File: config.mk
export PLATFORM = sky130hd
export DESIGN_NAME = fault_msg_scheduler
export DESIGN_NICKNAME = d
export VERILOG_FILES = /design/src/rtl/fault_msg_scheduler.sv
export SDC_FILE = /design/constraint.sdc
export NUM_CORES = 1
export LEC_CHECK = 0
export CAP_MARGIN = 20
export CORE_UTILIZATION = 30
export CTS_BUF_LIST = sky130_fd_sc_hd__clkbuf_4 sky130_fd_sc_hd__clkbuf_8 sky130_fd_sc_hd__clkbuf_16
export DETAILED_ROUTE_END_ITERATION = 10
export GPL_ROUTABILITY_DRIVEN = 0
export HOLD_SLACK_MARGIN = 0.1
export PLACE_DENSITY = 0.46
export SYNTH_ARGS = -nofsm -noshare
export SYNTH_HDL_FRONTEND = slang
export SYNTH_SLANG_ARGS = --single-unit
File: constraint.sdc
create_clock -name clock -period 7.5 [get_ports clock]
set_clock_uncertainty 0.15 [all_clocks]
set_input_delay 1.5 -clock clock [delete_from_list [all_inputs] [get_ports clock]]
set_output_delay 1.5 -clock clock [all_outputs]
set_load 0.03 [all_outputs]
File: src/rtl/fault_msg_scheduler.sv
// rtl/fault_msg_scheduler.sv - fault message intake over req/ack, IFM/PBM queues, PBM-first release
// Holds the per-class circular FIFO and the scheduler top that feeds two of them.

module fmsg_fifo #(
  parameter int DEPTH = 4,
  parameter int W     = 4
) (
  input  logic                   clock,
  input  logic                   rst,
  input  logic                   push_i,
  input  logic                   pop_i,
  input  logic [W-1:0]           data_i,
  output logic [W-1:0]           head_o,
  output logic [$clog2(DEPTH):0] count_o,
  output logic                   full_o
);
  localparam int PW = $clog2(DEPTH);
  localparam int CW = PW + 1;

  logic [W-1:0]  mem_q [DEPTH];
  logic [PW-1:0] rptr_q;
  logic [PW-1:0] wptr_q;
  logic [CW-1:0] count_q;

  // DEPTH is a power of two, so pointer overflow is the modulo-DEPTH wrap
  always_ff @(posedge clock or posedge rst) begin
    if (rst) begin
      rptr_q  <= '0;
      wptr_q  <= '0;
      count_q <= '0;
    end else begin
      if (push_i) wptr_q <= wptr_q + PW'(1);
      if (pop_i)  rptr_q <= rptr_q + PW'(1);
      case ({push_i, pop_i})
        2'b10:   count_q <= count_q + CW'(1);
        2'b01:   count_q <= count_q - CW'(1);
        default: count_q <= count_q;
      endcase
    end
  end

  always_ff @(posedge clock) begin
    if (push_i) mem_q[wptr_q] <= data_i;
  end

  assign head_o  = mem_q[rptr_q];
  assign count_o = count_q;
  assign full_o  = (count_q == CW'(DEPTH));
endmodule

module fault_msg_scheduler #(
  parameter int DEPTH  = 4,
  parameter int CODE_W = 4
) (
  input  logic                   clock,
  input  logic                   rst,
  input  logic                   in_req,
  input  logic [CODE_W-1:0]      in_code,
  output logic                   in_ack,
  output logic                   out_valid,
  output logic [CODE_W-1:0]      out_code,
  output logic                   out_is_pbm,
  input  logic                   out_ready,
  output logic [$clog2(DEPTH):0] ifm_count,
  output logic [$clog2(DEPTH):0] pbm_count,
  output logic [2:0]             ifm_led,
  output logic                   ovf_pulse,
  output logic                   ill_pulse
);
  typedef enum logic [1:0] {IDLE, ACKH, ACKL} state_t;

  state_t            state_q;
  logic              req_meta_q;
  logic              rs_q;
  logic              in_ack_q;
  logic              ovf_q;
  logic              ill_q;
  logic [2:0]        led_q;
  logic [2:0]        led_d;

  logic              is_ifm;
  logic              is_pbm;
  logic [2:0]        led_set;
  logic              capture;
  logic              ifm_full;
  logic              pbm_full;
  logic              ifm_nonempty;
  logic              pbm_nonempty;
  logic              pop_ifm;
  logic              pop_pbm;
  logic              ifm_push;
  logic              pbm_push;
  logic              ifm_drop;
  logic              pbm_drop;
  logic [CODE_W-1:0] ifm_head;
  logic [CODE_W-1:0] pbm_head;

  always_comb begin
    is_ifm  = 1'b0;
    is_pbm  = 1'b0;
    led_set = 3'b000;
    case (in_code)
      CODE_W'(1): begin is_ifm = 1'b1; led_set = 3'b001; end
      CODE_W'(4): begin is_ifm = 1'b1; led_set = 3'b010; end
      CODE_W'(5): begin is_ifm = 1'b1; led_set = 3'b100; end
      CODE_W'(2), CODE_W'(3), CODE_W'(6), CODE_W'(7): is_pbm = 1'b1;
      default: ;
    endcase
  end

  assign capture      = (state_q == IDLE) && rs_q;
  assign ifm_nonempty = (ifm_count != '0);
  assign pbm_nonempty = (pbm_count != '0);
  assign pop_pbm      = out_ready && pbm_nonempty;
  assign pop_ifm      = out_ready && !pbm_nonempty && ifm_nonempty;

  // A full queue still accepts a push when it is popped in the same cycle
  assign ifm_push = capture && is_ifm && (!ifm_full || pop_ifm);
  assign pbm_push = capture && is_pbm && (!pbm_full || pop_pbm);
  assign ifm_drop = capture && is_ifm && ifm_full && !pop_ifm;
  assign pbm_drop = capture && is_pbm && pbm_full && !pop_pbm;
  assign led_d    = ifm_push ? (led_q | led_set) : led_q;

  fmsg_fifo #(.DEPTH(DEPTH), .W(CODE_W)) u_ifm (
    .clock   (clock),
    .rst     (rst),
    .push_i  (ifm_push),
    .pop_i   (pop_ifm),
    .data_i  (in_code),
    .head_o  (ifm_head),
    .count_o (ifm_count),
    .full_o  (ifm_full)
  );

  fmsg_fifo #(.DEPTH(DEPTH), .W(CODE_W)) u_pbm (
    .clock   (clock),
    .rst     (rst),
    .push_i  (pbm_push),
    .pop_i   (pop_pbm),
    .data_i  (in_code),
    .head_o  (pbm_head),
    .count_o (pbm_count),
    .full_o  (pbm_full)
  );

  always_ff @(posedge clock or posedge rst) begin
    if (rst) begin
      req_meta_q <= 1'b0;
      rs_q       <= 1'b0;
      state_q    <= IDLE;
      in_ack_q   <= 1'b0;
      ovf_q      <= 1'b0;
      ill_q      <= 1'b0;
      led_q      <= 3'b000;
    end else begin
      req_meta_q <= in_req;
      rs_q       <= req_meta_q;
      ovf_q      <= ifm_drop || pbm_drop;
      ill_q      <= capture && !is_ifm && !is_pbm;
      led_q      <= led_d;
      case (state_q)
        IDLE: if (rs_q) begin
          in_ack_q <= 1'b1;
          state_q  <= ACKH;
        end
        ACKH: if (!rs_q) begin
          in_ack_q <= 1'b0;
          state_q  <= ACKL;
        end
        ACKL:    state_q <= IDLE;
        default: state_q <= IDLE;
      endcase
    end
  end

  assign in_ack     = in_ack_q;
  assign ovf_pulse  = ovf_q;
  assign ill_pulse  = ill_q;
  assign ifm_led    = led_q;
  assign out_valid  = pbm_nonempty || ifm_nonempty;
  assign out_is_pbm = pbm_nonempty;
  assign out_code   = pbm_nonempty ? pbm_head : (ifm_nonempty ? ifm_head : '0);
endmodule

# Word-level counts from Yosys, hierarchy flattened
# Memories as Yosys holds them, arrays and structs flattened.
# Index checks and enable logic that the tools add are counted.
dict set report word_totals {
  register_bits 24
  latch_bits 0
  ramBits 32
  mem_bits_ro 0
  in_bits 8
  out_inout_bits 18
  wordCells 92
  mem_count 2
}
dict set report op_classes {
  n_addsub 8
  mul 0
  div 0
  magnitude_cmp 0
  n_eq_ne 16
  shift 0
  mux 17
  n_bitwise 1
  reduce_logical 35
}
# memory depth word_bits read_ports rd_ports_with_merged_regs write_ports line_no
set mem_list {}
lappend mem_list {u_ifm.mem_q 4 4 1 0 1 20} ;# logic [W-1:0] mem_q [DEPTH];
lappend mem_list {u_pbm.mem_q 4 4 1 0 1 20}
# cell n
set op_table {}
lappend op_table {{$eq A4 B3 Y1 const B} 4}
lappend op_table {{$logic_and A1 B1 Y1} 14}
lappend op_table {{$pmux W3 S2} 2}
lappend op_table {{$pmux W3 S3} 1}
lappend op_table {{$add A2 B1 Y2 const B} 4}
lappend op_table {{$eq A4 B2 Y1 const B} 2}
lappend op_table {{$mux W1} 8}
lappend op_table {{$mux W4} 2}
lappend op_table {{$logic_not A1 Y1} 7}
lappend op_table {{$add A3 B1 Y3 const B} 2}
lappend op_table {{$eq A2 B1 Y1 const B} 3}
lappend op_table {{$eq A3 B3 Y1 const B} 2}
lappend op_table {{$reduce_bool A2 Y1} 3}
lappend op_table {{$reduce_bool A3 Y1} 2}
lappend op_table {{$sub A3 B1 Y3 const B} 2}
lappend op_table {{$eq A2 B2 Y1 const B} 2}
lappend op_table {{$eq A4 B1 Y1 const B} 1}
lappend op_table {{$logic_or A1 B1 Y1} 4}
lappend op_table {{$mux W2} 2}
lappend op_table {{$ne A2 B2 Y1 const B} 2}
lappend op_table {{$pmux W2 S2} 1}
lappend op_table {{$reduce_or A4 Y1} 1}
lappend op_table {{$or A3 B3 Y3} 1}
lappend op_table {{$reduce_and A3 Y1} 1}
lappend op_table {{4 further kinds} 4}

# Logic depth before layout (Yosys ltp)
# Gate-level depths: netlist (run 1).
dict set report logic_depth {
  word_depth 8
  mapped_depth 9
  depth_no_buf 7
}

# Cells and area by module
# Synthesis (run 1) repeated with hierarchy kept, for this count alone.
dict set report hier_totals {
  cells_unflattened 158
  area_unflattened_um2 2449.8
}
# module n_inst cells_per_inst area_each_um2 seq_area_each_um2
set by_module_without_submodules {}
lappend by_module_without_submodules {{fmsg_fifo (u_ifm)} 1 57 975.9 655.6}
lappend by_module_without_submodules {{fmsg_fifo (u_pbm)} 1 54 967.2 655.6}
lappend by_module_without_submodules {fault_msg_scheduler 1 47 506.7 250.2}

# Least setup slack after synthesis (run 1)
# Ideal clock, no wire load.
dict set report synth_path {
  kind {register to output}
  start {register u_pbm.count_q[2] (netlist: u_pbm.count_o[2])}
  end {output out_code[0]}
  arrival_time_ns 1.928
  setup_slack_ns 3.922
  stages_incl_launch_ff 6
  n_path_buf 2
  cell_sequence {dfrtp_1 > clkbuf_2 > or3_1 > clkbuf_1 > nor2b_1 > a22o_1}
}
dict set report synth_between {
  elab_chain_len 2
}
# item line_no
set synth_lines {}
lappend synth_lines {{from (decl)} 23} ;# logic [CW-1:0] count_q;
lappend synth_lines {{from (signal assigned)} 35} ;# 2'b10: count_q <= count_q + CW'(1);
lappend synth_lines {{from (signal assigned)} 36} ;# 2'b01: count_q <= count_q - CW'(1);
lappend synth_lines {{from (signal assigned)} 37} ;# default: count_q <= count_q;
lappend synth_lines {{$reduce_bool A3 Y1} 113} ;# assign pbm_nonempty = (pbm_count != '0);
lappend synth_lines {{net out_is_pbm} 62} ;# output logic out_is_pbm,
lappend synth_lines {{$mux W4} 182} ;# assign out_code = pbm_nonempty ? pbm_head : (ifm_nonempty ? ifm_head : '0);
lappend synth_lines {{to (decl)} 61} ;# output logic [CODE_W-1:0] out_code,
# The timed path passes the listed nets, and every way through them passes these cells.

# Worst setup path in the final report (run 1)
dict set report layout_path {
  start {register u_pbm.count_q[2] (netlist: u_pbm.count_o[2])}
  end {output out_code[1]}
}
dict set report layout_between {
  elab_chain_len 2
}
# item line_no
set layout_lines {}
lappend layout_lines {{$reduce_bool A3 Y1} 113}
lappend layout_lines {{$mux W4} 182}
# Every way passes these cells.

==> results of run 1 <==
[layout make-up]
cell class | count | area (um^2)
fill | 742 | 4960
sequential | 56 | 1560
tap | 102 | 128
clock buffer | 5 | 68.8
inverter | 8 | 30.0
multi-input combinational | 100 | 870
timing repair buffer | 25 | 250
clock inverter | 3 | 21.3
[power groups by stage]
stage | clock [mW] | combinational (mW) | sequential (mW)
after floorplan | 0 | 0.273 | 0.473
after global placement | 0 | 0.432 | 0.459
after detailed placement | 0 | 0.442 | 0.464
after CTS | 0.172 | 0.446 | 0.458
after global routing | 0.186 | 0.480 | 0.469
final | 0.167 | 0.440 | 0.455
[cells by family after synthesis]
| family | after synthesis |
|---|---|
| DFF | 56 |
| and+or+nand+nor | 48 |
| AOI/OAI and AO/OA | 23 |
| buffers and inverters | 15 |
| xor gates and xnor gates | 10 |
| adders and majority gates | 10 |
| muxes | 9 |
[how the worst max path moves through the flow]
stage / end / slack (ns) / cells past startpoint / startpoint
final: out_code[1] / 3.22 / 4 / u_pbm.count_o[2]
after global routing: out_code[1] / 3.07 / 4 / u_pbm.count_o[2]
after CTS: out_code[1] / 3.20 / 4 / u_pbm.count_o[2]
after detailed placement: u_pbm.count_o[2] / 3.24 / 8 / in_code[3]
after global placement: u_pbm.count_o[2] / 3.38 / 8 / in_code[3]
after floorplan: out_code[0] / 3.92 / 5 / u_pbm.count_o[2]
[registers in the layout (all words and copies together), names as in the netlist, 2 cells and up]
| name | flops |
|---|---|
| ifm_led | 3 |
| u_pbm.rptr_q | 2 |
| u_ifm.count_o | 3 |
| u_ifm.wptr_q | 2 |
| u_pbm.count_o | 3 |
| state_q | 2 |
| u_pbm.wptr_q | 2 |
| u_pbm.mem_q | 16 |
| u_ifm.rptr_q | 2 |
| u_ifm.mem_q | 16 |
[Yosys cell counts, types with 2 or more instances]
master	n	share of area
a22o_1	4	0.014
ha_1	8	0.040
and3_1	5	0.013
mux4_2	8	0.072
a31o_2	2	0.0070
xnor2_1	9	0.032
or2_2	2	0.0050
a21oi_1	2	0.0040
dfrtp_1	24	0.24
o21ai_0	4	0.0080
a31oi_1	2	0.0050
nor2b_1	2	0.0050
nand3_1	6	0.012
fa_1	2	0.016
nor2_1	8	0.012
or3_1	3	0.0075
nand2_1	9	0.014
nor3_1	2	0.0040
edfxtp_1	32	0.38
and2_1	5	0.013
inv_1	8	0.012
o211ai_1	2	0.0060
clkbuf_1	5	0.0075
[through the flow]
| stage | instance area (um^2) | cells | hold WS [ns] | power, mW | worst slack [ns] |
|---|---|---|---|---|---|
| after floorplan | 2500 | 171 | 0.181 | 0.747 | 3.92 |
| after global placement | 2840 | 291 | 0.189 | 0.891 | 3.38 |
| after detailed placement | 2840 | 291 | 0.203 | 0.906 | 3.24 |
| after CTS | 2930 | 299 | 0.236 | 1.08 | 3.20 |
| after global routing | 2930 | 299 | 0.249 | 1.14 | 3.07 |
| final | 2930 | 299 | 0.235 | 1.06 | 3.22 |
[per-layer routing]
metal,GRT usage,vias up
met5,0,-
met4,0.0346,0
met3,0.0268,5
met2,0.192,28
met1,0.166,693
li1,-,680
[cell usage in the layout, fill, tap and decap left out, types with 2 or more instances in the layout]
| cell type | n |
|---|---|
| or2_2 | 2 |
| fa_1 | 2 |
| xnor2_1 | 9 |
| or3_1 | 3 |
| and3_1 | 5 |
| a21oi_1 | 2 |
| a22o_1 | 4 |
| o21ai_0 | 4 |
| a31o_2 | 2 |
| nor2b_1 | 2 |
| clkbuf_8 | 5 |
| dfrtp_1 | 24 |
| inv_1 | 8 |
| nor3_1 | 2 |
| nand2_1 | 9 |
| clkdlybuf4s50_1 | 25 |
| and2_1 | 5 |
| nand3_1 | 6 |
| mux4_2 | 8 |
| edfxtp_1 | 32 |
| ha_1 | 8 |
| a31oi_1 | 2 |
| o211ai_1 | 2 |
| nor2_1 | 8 |
[critical path, cell delays in order (launching register included)]
cell and delay [ns]:
dfrtp_1 0.50, or3_1 0.57, nor2b_1 0.35, a22o_1 0.22, clkdlybuf4s50_1 0.68
==> metrics, run 1 <==
status finished, final reports clean; RSZ-0062 raised after global routing no; Post-CTS Resized 0; power density cells 363 nW/um^2; largest family of logic cells by synthesized area simple AND/OR/NAND/NOR gates; EDFF count, synth 32; Post-Syn Area 2500 um^2; core area 7890 um^2; die area 8690 um^2; Main synth FF type edfxtp_1; sequential area share after synthesis 0.626; # diodes 0; Clock Path Buffers 2; fin nets around 210; Die Height 93.2 um; largest net degree at the start of global routing 25; hold wc startpoint req_meta_q; Hold Fails Final Rpt 0; DRT antenna net count 0; wl on met1 2250 um; DR top layer met4; Flop pwr share 0.428; P&R area growth vs syn 17.3%; iteration count of the initial detailed-routing pass 4; Crit Reg-Reg Startpoint u_pbm.count_o[2]; Total Wirelength between 4000 and 5000 um; Synth Area in XOR/XNOR 0.0351; Reg-to-Reg End u_pbm.count_o[2]; hold path cells 0; first-pass GRT wire length 7940 um; crit start category flop; critical path type reg2out; DR WL met3 172 um; CTS H-tree lvls 2; Synth Warn # 0; Worst-Skew Late Latency 0.31 ns; met2 routed WL 2260 um; # hold bufs at CTS 0; adder-cell share of the synthesized area 0.0561; Peak Freq 234 MHz; clock-pin slew on the worst setup and hold paths 0.10 ns; setup slack, reg-to-reg approximately 4.7 ns; num rows 32; required time worst endpoint 5.85 ns; mean post-synth cell area 14.6 um^2; DRC Markers 0; Tot GR Track Use 0.121; NetSw 0.407 mW; Synth cell types 40; Critical Path AT between 2 and 3 ns; WL/cell 15.8 um; Slew HR 0.377; Synth Register Bits 56; postcts setup bufs 0; combinational power share 0.414; Pins Over Slew Limit 0; initial antenna violation count 0; CTS tree done; Initial Util 0.316; cells on worst reg2reg path 7; Final TNS setup 0 ns; vias after detailed routing 1406; DRT iter0 DRCs 85; number of global-route vias before repair 1526; fin crit share 0.571; leakage power ~1.1 nW; largest fanout on the critical path 9; Synth Area in Simple Gates 0.110; final core occ 0.371; Max Cap Viol 0; CTS Buf Count 5; Hold WC Path Type reg2reg; I/O Buffers 25; switching part of the total 0.383; Tightest Pin Transition 0.933 ns; Period minus WS final 4.28 ns; Synth Area in Compound Gates 0.0692; crit path capture type primary output; Hold Path End rs_q; GRT overflow 0; die extent in x 93.2 um; internal power roughly 0.66 mW; routed vias/inst 4.70; hpwl dp 3450 um; Post-synth ARST share 0.429; Mapped Cells 171; endpoints failing setup 0; Peak VDD IR about 0.00017 V; share of layout cells above drive strength 1 0.122; post-synthesis mux area share 0.0782; # IOs 26; Root Driver clkbuf_8; CTS sink cnt 56; clock share of power 0.157; Mapped Nets 189
(Power assumes the default switching activity.)
==> inputs of run 2 (changes only) <==
==> constraint.sdc (replaced) <==
create_clock -name clock -period 4.2 [get_ports clock]
set_clock_uncertainty 0.15 [all_clocks]
set_input_delay 0.84 -clock clock [delete_from_list [all_inputs] [get_ports clock]]
set_output_delay 0.84 -clock clock [all_outputs]
set_load 0.03 [all_outputs]
==> metrics, run 2 (synthesis results as in run 1) <==
Peak VDD IR 0.000341 V (was 0.000173 V); CTS Buf Count 5 (unchanged); DRT iter0 DRCs 67 (was 85); Reg-to-Reg End u_pbm.count_o[2] (unchanged); most common cell after layout, fill and taps aside edfxtp_1 (unchanged); DRT antenna net count 0 (unchanged); met3 GRT Util 0.0285 (was 0.0268); # diodes 0 (unchanged); Design Area, Final 3030 um^2 (was 2930 um^2); Most Crowded Layer GR met2 (unchanged); most frequent cells in the layout 32 x edfxtp_1, 25 x clkdlybuf4s50_1, 24 x dfrtp_1 (unchanged); Die Height 93.2 um (unchanged); Worst path top cell family by delay simple AND/OR/NAND/NOR gates (unchanged); P&R area growth vs syn 21.2% (was 17.3%); Peak Freq 276 MHz; number of global-route vias before repair 1476 (was 1526); required time worst endpoint 3.21 ns (was 5.85 ns); Slowest-stage cell, CP clkdlybuf4s50_1 (unchanged); Finished Layout Cells 303 (was 299); Hold Path End rs_q (unchanged); Regs by FF count u_ifm.mem_q x16, u_pbm.mem_q x16 (unchanged); fin crit share 0.863; cells on worst reg2reg path 7 (unchanged); # IOs 26 (unchanged); largest net degree at the start of global routing 25 (unchanged); CTS sink cnt 56 (unchanged); slowest stage delay, CP 0.68 ns (about the same); die area 8690 um^2 (unchanged); fin nets 218 (was 214); crit path capture type primary output (unchanged); Post-CTS Resized 0 (unchanged); # hold bufs at CTS 0 (unchanged); hpwl dp 3430 um (was 3450 um); Hold WC Path Type reg2reg (unchanged); post-place instance area 2860 um^2 (was 2840 um^2); Critical Path Source u_pbm.count_o[2] (unchanged); Worst-Skew Late Latency 0.30 ns (was 0.31 ns); iteration count of the initial detailed-routing pass 4 (unchanged); Tightest Pin Transition 0.583 ns (was 0.933 ns); die extent in x 93.2 um (unchanged); CTS H-tree lvls 2 (unchanged); RSZ-0062 raised after global routing no (unchanged); routed vias/inst 4.77 (was 4.70); CTS tree done (unchanged); worst path cell trace or3_1, nor2b_1, a22o_1, clkdlybuf4s50_1 (unchanged); critical path type reg2out (unchanged); num rows 32 (unchanged); Pwr Total 2.00 mW (was 1.06 mW); Max Cap Viol 0 (unchanged); Period minus WS final between 3 and 4 ns; share of layout cells above drive strength 1 0.139 (was 0.122); DRC Markers 0 (unchanged); GRT overflow 0 (unchanged); Buf/Inv on CP 1 (unchanged); WL/cell 15.4 um (was 15.8 um); Slew HR 0.609 (was 0.377); Hold Slack 0.208 ns (was 0.235 ns); I/O Buffers 25 (unchanged); largest fanout on the critical path 9 (unchanged); Clock Path Buffers 2 (unchanged); postcts setup bufs 0 (unchanged); Final TNS setup 0 ns (unchanged); power density cells 663 nW/um^2 (was 363 nW/um^2); initial antenna violation count 0 (unchanged); Pins Over Slew Limit 0 (unchanged); # placed instances 294 (was 291); clock-pin slew on the worst setup and hold paths 0.09 ns (was 0.10 ns); status finished, final reports clean (unchanged); endpoints failing setup 0 (unchanged); Tot GR Track Use 0.119 (was 0.121); Crit Reg-Reg Startpoint u_pbm.count_o[2] (unchanged); hold path cells 0 (unchanged); leakage power 1.15 nW (was 1.10 nW); hold wc startpoint req_meta_q (unchanged); GRT met2 Usage 0.186 (was 0.192); setup slack, reg-to-reg 1.48 ns (was 4.71 ns); M1 GR Usage 0.163 (was 0.166); Initial Util 0.316 (unchanged); Critical Path AT 2.64 ns (was 2.63 ns); Total Wirelength 4680 um (was 4740 um); first-pass GRT wire length 7780 um (was 7940 um); Root Driver clkbuf_8 (unchanged); Hold Fails Final Rpt 0 (unchanged); core area 7890 um^2 (unchanged); vias after detailed routing 1446 (was 1406); crit start category flop (unchanged)
==> run 2: changes by cell type in the layout (fill, tap and decap cells not counted) <==
cell	previous run	this run
buf_4	0	3
clkbuf_4	0	1
inv_6	1	0
clkinvlp_4	1	0
clkinv_2	1	0
buf_16	0	1
bufinv_16	0	2
==> run 2: area by class of cell <==
class / instances / area, um^2
Timing Repair Buffer: 29 / 300
Multi-Input combinational cell: 100 / 870
Fill cell: 730 / 4860
Clock inverter: 2 / 60.1
Sequential cell: 56 / 1560
Tap cell: 102 / 128
Clock buffer: 6 / 76.3
Inverter: 8 / 30.0
==> run 2: power by group <==
part / switching [mW] / internal, mW
clock: 0.164 / 0.245
sequential: 0.137 / 0.674
combinational: 0.403 / 0.381
==> run 2: per-layer routing <==
layer / routed length (um) / vias up
li1: - / 684
met1: 2230 / 727
met2: 2250 / 31
met3: 150 / 4
met4: 46 / 0
met5: 0 / -
==> run 2: per-stage QoR <==
step / setup WS (ns) / util
after detailed placement: 0.667 / 0.363
after global routing: 0.439 / 0.384
after global placement: 0.767 / 0.363
final: 0.574 / 0.384
after CTS: 0.560 / 0.380
after floorplan: 1.28 / -
==> run 2: how the worst max path moves through the flow <==
stage | cells past startpoint | endpoint | slack, ns
3_5_place_dp | 6 | u_ifm.count_o[1] | 0.67
5_1_grt | 4 | out_code[1] | 0.44
6_report | 4 | out_code[1] | 0.57
3_3_place_gp | 6 | u_ifm.count_o[1] | 0.77
4_1_cts | 4 | out_code[1] | 0.56
2_1_floorplan | 9 | u_pbm.count_o[2] | 1.28
